--- config.mk ---
export PLATFORM = sky130hd
export DESIGN_NAME = tinker_sequencer
export DESIGN_NICKNAME = d
export VERILOG_FILES = /design/src/rtl/tinker_sequencer.sv
export SDC_FILE = /design/constraint.sdc
export NUM_CORES = 1
export LEC_CHECK = 0
export ABC_AREA = 0
export CAP_MARGIN = 20
export CORE_MARGIN = 4
export CORE_UTILIZATION = 40
export CTS_BUF_LIST = sky130_fd_sc_hd__clkbuf_8
export DETAILED_ROUTE_END_ITERATION = 10
export PLACE_DENSITY_LB_ADDON = 0.25
export SYNTH_ARGS = -nofsm -noshare
export SYNTH_HDL_FRONTEND = slang
export SYNTH_SLANG_ARGS = --single-unit
--- constraint.sdc ---
create_clock -name clk -period 6.5 [get_ports clk]
set_input_delay 0.65 -clock clk [delete_from_list [all_inputs] [get_ports clk]]
set_output_delay 0.65 -clock clk [all_outputs]
set_load 0.01 [all_outputs]
--- src/rtl/tinker_sequencer.sv ---
// rtl/tinker_sequencer.sv - Fetch/decode/execute/writeback instruction sequencer FSM
//
// Purpose: steps one instruction at a time through FETCH, DECODE, EXEC, an
// optional WAIT for multi-cycle ALU/FPU ops, and WB.  It stops in HALT on
// opcode 0x0F, on an illegal opcode, or on an ALU timeout.
//
// Ports:
//   clk        in   rising-edge clock
//   reset_n    in   asynchronous active-low reset
//   run        in   allows the next instruction fetch to start
//   imem_req   out  fetch request, high only in FETCH
//   imem_addr  out  fetch address (always the current pc)
//   imem_ack   in   fetch data valid; sampled only in FETCH
//   imem_rdata in   fetched instruction word
//   instr      out  latched instruction word
//   alu_start  out  one-cycle start pulse for multi-cycle ops
//   alu_done   in   multi-cycle result valid; sampled only in WAIT
//   rf_we      out  one-cycle register-file write strobe
//   pc         out  program counter
//   halted     out  sequencer stopped (sticky until reset)
//   err        out  stop caused by an illegal opcode or ALU timeout
//   state      out  FSM state encoding
module tinker_sequencer #(
   parameter logic [63:0] PC_RESET    = 64'h2000,
   parameter int unsigned ALU_TIMEOUT = 64
) (
   input  logic        clk,
   input  logic        reset_n,
   input  logic        run,
   output logic        imem_req,
   output logic [63:0] imem_addr,
   input  logic        imem_ack,
   input  logic [31:0] imem_rdata,
   output logic [31:0] instr,
   output logic        alu_start,
   input  logic        alu_done,
   output logic        rf_we,
   output logic [63:0] pc,
   output logic        halted,
   output logic        err,
   output logic [2:0]  state
);

   typedef enum logic [2:0] {
      S_IDLE   = 3'd0,
      S_FETCH  = 3'd1,
      S_DECODE = 3'd2,
      S_EXEC   = 3'd3,
      S_WAIT   = 3'd4,
      S_WB     = 3'd5,
      S_HALT   = 3'd6
   } state_t;

   localparam logic [16:0] TIMEOUT_L = ALU_TIMEOUT[16:0];

   state_t      state_q, state_d;
   logic [63:0] pc_q, pc_d;
   logic [31:0] instr_q, instr_d;
   logic [15:0] wcnt_q, wcnt_d;
   logic        err_q, err_d;
   logic [4:0]  opcode;
   logic [16:0] wcnt_inc;

   function automatic logic op_legal(input logic [4:0] op);
      return (op <= 5'h07) || (op == 5'h11) || (op == 5'h12) ||
             ((op >= 5'h14) && (op <= 5'h1D));
   endfunction

   function automatic logic op_multi(input logic [4:0] op);
      return (op == 5'h16) || (op == 5'h17) || (op == 5'h1C) || (op == 5'h1D);
   endfunction

   assign opcode   = instr_q[31:27];
   // One bit wider than the counter so a timeout of 65536 still compares correctly.
   assign wcnt_inc = {1'b0, wcnt_q} + 17'd1;

   always_comb begin
      state_d   = state_q;
      pc_d      = pc_q;
      instr_d   = instr_q;
      wcnt_d    = wcnt_q;
      err_d     = err_q;
      imem_req  = 1'b0;
      alu_start = 1'b0;
      rf_we     = 1'b0;
      case (state_q)
         S_IDLE: begin
            if (run) state_d = S_FETCH;
         end
         S_FETCH: begin
            imem_req = 1'b1;
            if (imem_ack) begin
               instr_d = imem_rdata;
               state_d = S_DECODE;
            end
         end
         S_DECODE: begin
            if (opcode == 5'h0F) begin
               state_d = S_HALT;
            end else if (op_legal(opcode)) begin
               state_d = S_EXEC;
            end else begin
               err_d   = 1'b1;
               state_d = S_HALT;
            end
         end
         S_EXEC: begin
            wcnt_d = '0;
            if (op_multi(opcode)) begin
               alu_start = 1'b1;
               state_d   = S_WAIT;
            end else begin
               state_d = S_WB;
            end
         end
         S_WAIT: begin
            // alu_done is tested first so it wins over a timeout in the same cycle.
            if (alu_done) begin
               state_d = S_WB;
            end else if (wcnt_inc >= TIMEOUT_L) begin
               err_d   = 1'b1;
               state_d = S_HALT;
            end else begin
               wcnt_d = wcnt_inc[15:0];
            end
         end
         S_WB: begin
            rf_we   = 1'b1;
            pc_d    = pc_q + 64'd4;
            state_d = run ? S_FETCH : S_IDLE;
         end
         S_HALT: begin
            state_d = S_HALT;
         end
         default: begin
            state_d = S_IDLE;
         end
      endcase
   end

   always_ff @(posedge clk or negedge reset_n) begin
      if (!reset_n) begin
         state_q <= S_IDLE;
         pc_q    <= PC_RESET;
         instr_q <= '0;
         wcnt_q  <= '0;
         err_q   <= 1'b0;
      end else begin
         state_q <= state_d;
         pc_q    <= pc_d;
         instr_q <= instr_d;
         wcnt_q  <= wcnt_d;
         err_q   <= err_d;
      end
   end

   assign imem_addr = pc_q;
   assign pc        = pc_q;
   assign instr     = instr_q;
   assign halted    = (state_q == S_HALT);
   assign err       = err_q;
   assign state     = state_q;

endmodule

After elaboration in Yosys (flattened, before gate mapping)

Index checks and enable logic that the tools add are counted.

Bits in registers: 116
Input port bits: 37
Word-level logic and storage cells: 67
Output and inout bits: 168

Add/sub/neg operators: 2
Reductions and logical operators: 14
Mux-type cells: 21
Eq/ne operators: 21
Magnitude comparators: 4

Operator list:

| kind                                                                                 | number |
|---|---|
| 64-bit by 3-bit adder with 64-bit output, second input constant                      | 1 |
| 16-bit two-way mux                                                                   | 2 |
| 16-bit case mux with 2 select lines                                                  | 1 |
| 5-bit == test, second input constant                                                 | 6 |
| 3-bit case mux with 7 select lines                                                   | 1 |
| 3-bit two-way mux                                                                    | 6 |
| 16-bit by 1-bit adder with 17-bit output, second input constant                      | 1 |
| 17-bit by 7-bit greater-or-equal comparator with 1-bit output, second input constant | 1 |
| 2-bit inequality test, second input constant                                         | 7 |
| 1-bit two-way mux                                                                    | 10 |
| 3-bit == test, second input constant                                                 | 3 |
| 3-bit by 2-bit == test with 1-bit output, second input constant                      | 2 |
| 1-bit logical OR                                                                     | 6 |
| 3-bit AND reduction                                                                  | 2 |
| 5-bit by 4-bit == test with 1-bit output, second input constant                      | 1 |
| 5-bit greater-or-equal comparator, second input constant                             | 1 |
| 5-bit by 3-bit less-or-equal comparator with 1-bit output, second input constant     | 1 |
| 5-bit less-or-equal comparator, second input constant                                | 1 |
| 5-bit AND reduction                                                                  | 1 |
| 2-bit nonzero test                                                                   | 2 |
| 3-bit by 1-bit == test with 1-bit output, second input constant                      | 1 |
| 3-bit logical NOT                                                                    | 1 |
| 3-bit inequality test, second input constant                                         | 1 |
| 1-bit case mux with 2 select lines                                                   | 1 |
| 2 further kinds                                                                      | 2 |

Longest topological paths before layout

Depth after elaboration: 7
Gate-level depth with buffers: 8
Depth with buffers taken out: 7

Worst setup path after synthesis

OpenSTA, ideal clock, no wires.

Kind: flip-flop to flip-flop
Start: register wcnt_q[0]
End: register wcnt_q[10]
Setup time: 0.120 ns
Buffers on the path: 1
Clock period less this slack: 2.246 ns
Data required time: 6.380 ns
Stages on the path, launching flop included: 9
Slack: 4.254 ns
Arrival time: 2.126 ns
Cells stage by stage: dfrtp_1 ha_1 nand3_2 or4_1 o311ai_1 nand4_4 or3_1 buf_6 and3_1

Word-level cells in the longest chain between the ends: 4
Elaborated cells on any way between the ends: 7
Classes of those cells: 1 x add/sub; 1 x order compare; 1 x eq/ne; 3 x mux; 1 x reduce/logical

RTL lines:

| what                                                                                                       | RTL line | RTL |
|---|---|---|
| start: declaration                                                                                         | 59       | `logic [15:0] wcnt_q, wcnt_d;` |
| start signal: assignment                                                                                   | 152      | `wcnt_q <= wcnt_d;` |
| 16-bit by 1-bit adder with 17-bit output (*)                                                               | 75       | `assign wcnt_inc = {1'b0, wcnt_q} + 17'd1;` |
| 17-bit by 7-bit greater-or-equal comparator with 1-bit output / 16-bit two-way mux (equally long branches) | 120      | `end else if (wcnt_inc >= TIMEOUT_L) begin` |
| 2-bit inequality test (no source line) / 16-bit two-way mux (equally long branches)                        | --       |  |
| 3-bit AND reduction (no source line) / 16-bit case mux with 2 select lines (equally long branches)         | --       |  |

Mark *: on every way between the ends. The rest lies on a longest branch, timed or not. The select of a mux whose other input is x is not followed.
A chain may end at the register's enable or synchronous reset.

Final worst setup path

Start: register state_q[2] (netlist: state[2])
End: output alu_start

Word-level cells in the longest chain between the ends: 2

RTL lines:

| what                                     | RTL line | RTL |
|---|---|---|
| start: declaration                       | 56       | `state_t state_q, state_d;` |
| start signal: assignment                 | 149      | `state_q <= state_d;` |
| 3-bit by 2-bit == test with 1-bit output | 86       | `case (state_q)` |
| 1-bit two-way mux                        | 86       |  |
| end: declaration                         | 35       | `output logic alu_start,` |

No other way between the ends.

==> flow_summary.json <==
{
  "ys_types": 46,
  "worstPathMaxFanout": 17,
  "die_x_um": 127,
  "syn_avg_cell_area_um2": 10.8,
  "grt_pass1_wl_um": 21500,
  "overflow": 0,
  "hp-class": "input pin to async pin",
  "routabilityCongestion": 0.829,
  "synth_ff_type": "dfrtp_1",
  "setup_violations": 0,
  "area_growth_pct": 36.3,
  "design_area_mm2": 0.00775,
  "cp.required_ps": 5850,
  "slew_headroom": 0.441,
  "cts_made_buffers": 17,
  "cts_setup_buffers": 0,
  "htreeDepth": 4,
  "setup_tns_ps": 0,
  "vias_per_cell": 4.97,
  "ir_drop_uv": 275,
  "drtPass1Iterations": 4,
  "postRouteWirelength_um": 13300,
  "num_antenna_cells": 0,
  "rsz0062_at_grt": "no",
  "cts_buffer_depth": 2,
  "outcome": "finished clean",
  "cap_violations": 0,
  "period_share": 0.461,
  "ioPinCount": 205,
  "antenna_found_initial": 0,
  "grtUsageTotal": 0.166,
  "vias": 4270,
  "grt_pass1_vias": 4214,
  "ys_ff_latch": 114,
  "ff2ff_path_depth": 6,
  "cp-endpoint": "alu_start",
  "finalMaxSlewViolations": 0,
  "ant_nets": 0,
  "worstMarginPinSlew_ps": 839,
  "crit_start": "state[2]$_DFFE_PN0P_",
  "ys_async_sr_fraction": 1.00,
  "grt_max_degree": 68,
  "clkSinkCount": 114,
  "post_drt_wl_per_cell_um": 15.5,
  "worst_r2r_startpoint": "state[1]$_DFFE_PN0P_",
  "drive_above_1_share": 0.110,
  "hpwlAfterDp_um": 9960,
  "reg2reg_to": "imem_addr[53]$_DFFE_PN0P_",
  "post-route-min-period_ps": 3000,
  "fin_ws_ps": 3500,
  "yosysSeqAreaShare": 0.502,
  "r2r_setup_slack_ps": 3980,
  "cts_resized": 0,
  "yosys_warnings": 0,
  "drt_iter0_drc": 151,
  "clockRootBuffer": "clkbuf_8",
  "initial_core_util": 0.409,
  "tritoncts": "yes",
  "port_buffers": 200,
  "die_y_um": 127,
  "syn_area_mm2": 0.00568,
  "clock_latency_ps": 420,
  "rows": 43,
  "fin_nets": 707,
  "worstSetupPathType": "register to output pin",
  "fmaxAchievable_mhz": 334,
  "clock_skew_ps": 9.68,
  "placed_area_mm2": 0.00736,
  "end_kind": "output pin",
  "startpoint_type": "register",
  "cts_hold_buf": 0,
  "dieArea_mm2": 0.0162,
  "synth_edf_count": 0,
  "place_ws_ps": 3970,
  "hold_viol": 0,
  "pwr_density_cell_mw_per_mm2": 296,
  "drc": 0,
  "clk_pin_slew_worst_paths_ps": 70,
  "critical_path_arrival_ps": 2350,
  "synthCells": 527,
  "core_mm2": 0.0139,
  "p_leak_nw": 3.27
}
==> cells in the mapped netlist, types with 2 or more instances <==
cell type    n  area share
a21oi_1      7      0.0062
and2_1       5      0.0055
and3_1      27       0.030
and4_1       9       0.014
buf_2        3      0.0026
buf_4       66       0.087
clkbuf_1    13      0.0086
dfrtp_1    113        0.50
ha_1         2      0.0044
inv_1        9      0.0059
mux2_2      34       0.067
mux2i_1      8       0.014
nand2_1     42       0.028
nand2b_1     2      0.0022
nand3_1     26       0.023
nand4_1     22       0.024
nor2_1      26       0.017
nor3_1      10      0.0088
nor3b_1      3      0.0040
nor4_1       9      0.0099
o21ai_0      3      0.0026
or3_1        2      0.0022
xnor2_1     45       0.069
xor2_1      19       0.029
==> flip-flops by register name (all words and copies together), names as in the netlist <==
name and flops:
err 1, imem_addr 62, instr 32, state 3, wcnt_q 16
==> kinds of logic after synthesis <==
kind of cell	after synthesis	synth area share
buf+inv	93	0.107
mux	42	0.0815
fa+ha+maj	2	0.00440
other cells	1	0.000660
compound gates	19	0.0218
xor+xnor	64	0.0986
flops	114	0.502
simple gates	192	0.184
==> stage by stage <==
stage	util	total power, mW	std cells	hold slack [ps]
2_1_floorplan	-	1.30	530	354
3_3_place_gp	0.530	1.66	829	476
3_5_place_dp	0.530	1.68	829	486
4_1_cts	0.558	2.33	860	235
5_1_grt	0.558	2.43	860	252
6_report	0.558	2.29	860	225
==> power by group <==
group          switching [mW]  internal [mW]  total, mW
registers               0.123          0.838      0.961
clock network           0.281          0.349      0.630
logic                   0.282          0.417      0.699
==> worst min-delay path by stage <==
stage,start,end,cells past startpoint
floorplan,reset_n,err$_DFFE_PN0P_,0
global placement,err$_DFFE_PN0P_,err$_DFFE_PN0P_,2
CTS,reset_n,imem_addr[62]$_DFFE_PN0P_,1
detailed placement,err$_DFFE_PN0P_,err$_DFFE_PN0P_,2
global route,reset_n,imem_addr[63]$_DFFE_PN0P_,1
finish,reset_n,imem_addr[63]$_DFFE_PN0P_,1
==> worst max-delay path: stages (launching register included) <==
cell             delay [ps]
dfrtp_1                 460
clkinv_1                180
nand3_1                 470
nor2_1                  240
clkdlybuf4s50_1         580
==> cell usage in the layout, fill, tap and decap left out, drive strengths merged, types with 19 or more instances in the layout <==
cell type and count:
xnor2 45, nand2 42, clkbuf 22, nand3 27
clkdlybuf4s50 199, and3 27, nand4 23, xor2 19
dfrtp 113, mux2 34, nor2 26
==> per-layer routing <==
metal | share of wire | GRT usage | vias up
met5 | 0 | 0 | -
met4 | 0.0051 | 0.0397 | 0
met3 | 0.064 | 0.0552 | 6
met2 | 0.50 | 0.281 | 143
met1 | 0.43 | 0.207 | 2082
li1 | - | - | 2039
==> area by class of cell <==
type	count	area [µm²]
sequential	114	2850
clock inverter	9	80.1
tap	180	225
multi-input combinational	323	2230
inverter	10	37.5
fill	1170	6130
clock buffer	22	303
timing repair buffer	202	2010
Power figures use the tool's default switching activity.
